### config.mk
export PLATFORM = sky130hd
export DESIGN_NAME = fifo_flex
export DESIGN_NICKNAME = d
export VERILOG_FILES = /design/src/rtl/fifo_flex.sv
export SDC_FILE = /design/constraint.sdc
export NUM_CORES = 1
export LEC_CHECK = 0
export CORE_ASPECT_RATIO = 0.5
export CORE_MARGIN = 1.5
export CORE_UTILIZATION = 37
export DETAILED_ROUTE_END_ITERATION = 7
export PLACE_DENSITY = 0.52
export SLEW_MARGIN = 20
export SYNTH_ARGS = -nofsm -noshare
export SYNTH_HDL_FRONTEND = slang
export SYNTH_SLANG_ARGS = --single-unit
### constraint.sdc
create_clock -name clk -period 4.65 [get_ports clk]
set_input_delay 0.93 -clock clk [delete_from_list [all_inputs] [get_ports clk]]
set_output_delay 0.93 -clock clk [all_outputs]
set_load 0.005 [all_outputs]
### src/rtl/fifo_flex.sv
// rtl/fifo_flex.sv - parameterised FIFO with registered-read or first-word-fall-through output
module fifo_flex #(
  parameter int DATA_WIDTH = 8,
  parameter int ADDR_WIDTH = 4,
  parameter bit FWFT       = 1'b0,
  parameter int AFULL_LVL  = (1 << ADDR_WIDTH) - 2,
  parameter int AEMPTY_LVL = 2
) (
  input  logic                  clk,
  input  logic                  rst_n,
  input  logic                  push,
  input  logic                  pop,
  input  logic                  flush,
  input  logic                  clr_err,
  input  logic [DATA_WIDTH-1:0] data_in,
  output logic [DATA_WIDTH-1:0] data_out,
  output logic [ADDR_WIDTH:0]   count,
  output logic                  empty,
  output logic                  full,
  output logic                  almost_empty,
  output logic                  almost_full,
  output logic                  overflow,
  output logic                  underflow
);

  localparam int DEPTH = 1 << ADDR_WIDTH;
  localparam logic [ADDR_WIDTH:0] DEPTH_C  = (ADDR_WIDTH+1)'(DEPTH);
  localparam logic [ADDR_WIDTH:0] AFULL_C  = (ADDR_WIDTH+1)'(AFULL_LVL);
  localparam logic [ADDR_WIDTH:0] AEMPTY_C = (ADDR_WIDTH+1)'(AEMPTY_LVL);
  localparam logic [ADDR_WIDTH-1:0] PTR_ONE = {{(ADDR_WIDTH-1){1'b0}}, 1'b1};
  localparam logic [ADDR_WIDTH:0]   CNT_ONE = {{ADDR_WIDTH{1'b0}}, 1'b1};

  logic [DATA_WIDTH-1:0] mem_q [DEPTH];

  logic [ADDR_WIDTH-1:0] wr_ptr_q, wr_ptr_d;
  logic [ADDR_WIDTH-1:0] rd_ptr_q, rd_ptr_d;
  logic [ADDR_WIDTH:0]   count_q, count_d;
  logic                  ovf_q, ovf_d;
  logic                  udf_q, udf_d;
  logic                  push_ok, pop_ok;

  // Status flags are decoded from the registered count only.
  assign empty        = (count_q == '0);
  assign full         = (count_q == DEPTH_C);
  assign almost_empty = (count_q <= AEMPTY_C);
  assign almost_full  = (count_q >= AFULL_C);
  assign count        = count_q;
  assign overflow     = ovf_q;
  assign underflow    = udf_q;

  assign push_ok = push & ~full;
  assign pop_ok  = pop & ~empty;

  always_comb begin
    wr_ptr_d = wr_ptr_q;
    rd_ptr_d = rd_ptr_q;
    count_d  = count_q;
    if (flush) begin
      wr_ptr_d = '0;
      rd_ptr_d = '0;
      count_d  = '0;
    end else begin
      if (push_ok) wr_ptr_d = wr_ptr_q + PTR_ONE;
      if (pop_ok)  rd_ptr_d = rd_ptr_q + PTR_ONE;
      if (push_ok && !pop_ok) count_d = count_q + CNT_ONE;
      else if (pop_ok && !push_ok) count_d = count_q - CNT_ONE;
    end
  end

  // A push dropped while a pop frees a slot (and vice versa) is not an error.
  always_comb begin
    ovf_d = (ovf_q & ~clr_err) | (push & full & ~pop_ok);
    udf_d = (udf_q & ~clr_err) | (pop & empty & ~push_ok);
  end

  always_ff @(posedge clk or posedge rst_n) begin
    if (rst_n) begin
      wr_ptr_q <= '0;
      rd_ptr_q <= '0;
      count_q  <= '0;
      ovf_q    <= 1'b0;
      udf_q    <= 1'b0;
    end else begin
      wr_ptr_q <= wr_ptr_d;
      rd_ptr_q <= rd_ptr_d;
      count_q  <= count_d;
      ovf_q    <= ovf_d;
      udf_q    <= udf_d;
    end
  end

  always_ff @(posedge clk) begin
    if (push_ok && !flush) mem_q[wr_ptr_q] <= data_in;
  end

  generate
    if (FWFT) begin : g_fwft
      assign data_out = empty ? '0 : mem_q[rd_ptr_q];
    end else begin : g_reg
      logic [DATA_WIDTH-1:0] data_q, data_d;

      always_comb begin
        data_d = data_q;
        if (flush) data_d = '0;
        else if (pop_ok) data_d = mem_q[rd_ptr_q];
      end

      always_ff @(posedge clk or posedge rst_n) begin
        if (rst_n) data_q <= '0;
        else       data_q <= data_d;
      end

      assign data_out = data_q;
    end
  endgenerate

endmodule

==> metrics.txt <==
H-tree levels=4; All-Layer GR Usage=0.156; RSZ-0062 raised after global routing=false; Slew Limit Fails=0; fin crit share=0.715; setup TNS=0 ns; Min-Delay Path Class=reg -> reg; Worst Tran Pin Value=1.04 ns; root buf cell=clkbuf_16; total number of vias=3080; headroom to the max-slew limit=0.302; top_reg_cell synth=edfxtp_1; pwr dens=487 nW/um^2; sequential area share after synthesis=0.717; Worst setup SP type=flip-flop; Worst Setup End Kind=flip-flop; Sink Count=151; VDD IR-drop max=257 uV; Die Wd=186 microns; dpl ws=1.21 ns; Critical path destination=count[4]$_DFFE_PP0P_; Min Clock Period, post-route=3.33 ns; Die Ht=94.3 microns; CTS tree=built; HPWL after DPL=7.91 mm; status=completed; Clk pin slew, worst setup/hold paths=0.06 ns; die area=17500 sq um; area grow syn2layout=18.2%; worst setup path startpoint=count[2]$_DFFE_PP0P_; Fill cells=1428; Reg2Reg Setup Slack=1.32 ns; placed cell count=576; NumNets Final=392; Crit Reg-Reg Endpoint=count[4]$_DFFE_PP0P_; commonest non-fill, non-tap cell in the layout=edfxtp_1; FMAX=301 MHz; IO Count=33; Initial Util=0.377; most frequent cells in the layout=128 x edfxtp_1, 32 x mux4_2, 32 x clkdlybuf4s50_1, 27 x nor2_1, 20 x dfrtp_1; P_leak=2.38 nW; Distinct cells, synth=36; post-route ant nets=0; largest fanout on the critical path=15; Syn Area/Cell=18.6 sq um; number of DRC markers in iteration 0=208; largest net degree at the start of global routing=34; post-CTS resize count=0; max-capacitance violation count=0; R2R cell count=9; Yosys reg bits=151; layout cell share with drive strength beyond 1=0.197; Max clock buf depth=2; Post-Syn Nets=355; wire per inst=20.3 microns; final WL=12.3 mm; initial antenna violation count=0; vias per inst=5.07; clk_skew=0.0124 ns; row cnt=33; grt ovf=0; WP data arrival=3.65 ns; Final Wtd Congestion=0.772; final hold viol count=0; port buffer count=32; first-pass detailed-route iteration total=4; hold_buf cts=0; setup bufs post-CTS=0; async set-reset flop share out of synthesis=0.152; Post-synth EDFFs=128; Synth warnings=0; cells after synthesis=331; Remaining DRCs=0; global-route wire length before repair=18.9 mm; Num CTS Buffers=17; insertion delay to the later sink of the worst-skew pair=0.42 ns; vias in the first global route=3208; worst setup margin=1.32 ns; required time worst endpoint=4.97 ns; Crit Path Class=reg -> reg; r2r startpoint=count[2]$_DFFE_PP0P_; Synth Cell Area=6160 sq um; core area=16400 sq um; post-route insts no fill=608; setup violators final=0; Antenna diodes=0
## layer usage
| metal | wire (microns) | GRT usage |
|---|---|---|
| met5 | 0 | 0 |
| met4 | 193 | 0.0610 |
| met3 | 415 | 0.0298 |
| met2 | 5730 | 0.246 |
| met1 | 6010 | 0.215 |
## stage by stage
step / hold slack [ns] / area [sq um] / util / power (mW)
2_1_floorplan: 0.478 / 6160 / - / 2.00
3_3_place_gp: 0.480 / 6720 / 0.411 / 2.24
3_5_place_dp: 0.485 / 6720 / 0.411 / 2.26
4_1_cts: 0.499 / 7290 / 0.446 / 3.58
5_1_grt: 0.535 / 7290 / 0.446 / 3.71
6_report: 0.494 / 7290 / 0.446 / 3.55
## where the power goes
| group | switching [mW] | internal, mW |
|---|---|---|
| registers | 0.112 | 1.54 |
| logic | 0.260 | 0.308 |
| clock network | 0.571 | 0.750 |
| total | 0.943 | 2.60 |
## worst min path at each step
stage / startpoint / endpoint / slack, ns / cells after the start
5_1_grt: underflow$_DFF_PP0_ / underflow$_DFF_PP0_ / 0.53 / 1
2_1_floorplan: underflow$_DFF_PP0_ / underflow$_DFF_PP0_ / 0.48 / 1
3_5_place_dp: overflow$_DFF_PP0_ / overflow$_DFF_PP0_ / 0.48 / 1
4_1_cts: overflow$_DFF_PP0_ / overflow$_DFF_PP0_ / 0.50 / 1
3_3_place_gp: underflow$_DFF_PP0_ / underflow$_DFF_PP0_ / 0.48 / 1
6_report: overflow$_DFF_PP0_ / overflow$_DFF_PP0_ / 0.49 / 1
## area by class of cell
type	instances	area, sq um	area share
Sequential cell	151	4420	0.607
Multi-Input combinational cell	158	1650	0.227
Clock buffer	18	429	0.0589
Timing Repair Buffer	35	343	0.0471
Tap cell	227	284	0.0390
Clock inverter	14	138	0.0189
Inverter	5	18.8	0.00258
## synthesized netlist by cell type, types with 2 or more instances
master,instances,area [sq um]
edfxtp_1,128,3840
mux4_2,32,721
nor2_1,27,101
dfrtp_1,23,576
mux2i_1,18,180
nand2_1,11,41.3
nand3b_1,10,75.1
ha_1,9,113
buf_2,8,40.0
clkbuf_1,8,30.0
o221ai_1,8,70.1
and3_1,6,37.5
inv_1,5,18.8
xor2_1,5,43.8
a21oi_1,4,20.0
nor3_1,3,15.0
xnor2_1,3,26.3
a21o_1,2,15.0
nand4_1,2,12.5
nor3b_1,2,15.0
or3_1,2,12.5
## registers in the layout, indices dropped and copies added (netlist names)
register   cells
count          5
data_out       8
mem_q        128
overflow       1
rd_ptr_q       4
underflow      1
wr_ptr_q       4
## critical path, cell delays in order, from the launching register on
cell and delay [ns]:
dfrtp_1 0.46, or3_4 0.45, o31ai_4 0.60, nand2_1 0.31
fa_1 0.48, a21o_1 0.19, a21o_1 0.17, and3_1 0.18
o21ai_0 0.14, nor3b_1 0.24
## cell families (layout without fill, tap and decap cells)
family          after synthesis  in the layout  share of synthesized area
simple gates                 67             67                     0.0556
xor+xnor                      9              9                     0.0140
flops                       151            151                      0.717
buf+inv                      22             72                     0.0150
fa+ha+maj                    10             10                     0.0215
mux                          50             50                      0.146
compound gates               22             22                     0.0305
No activity file was read; power rests on OpenSTA's default activity.
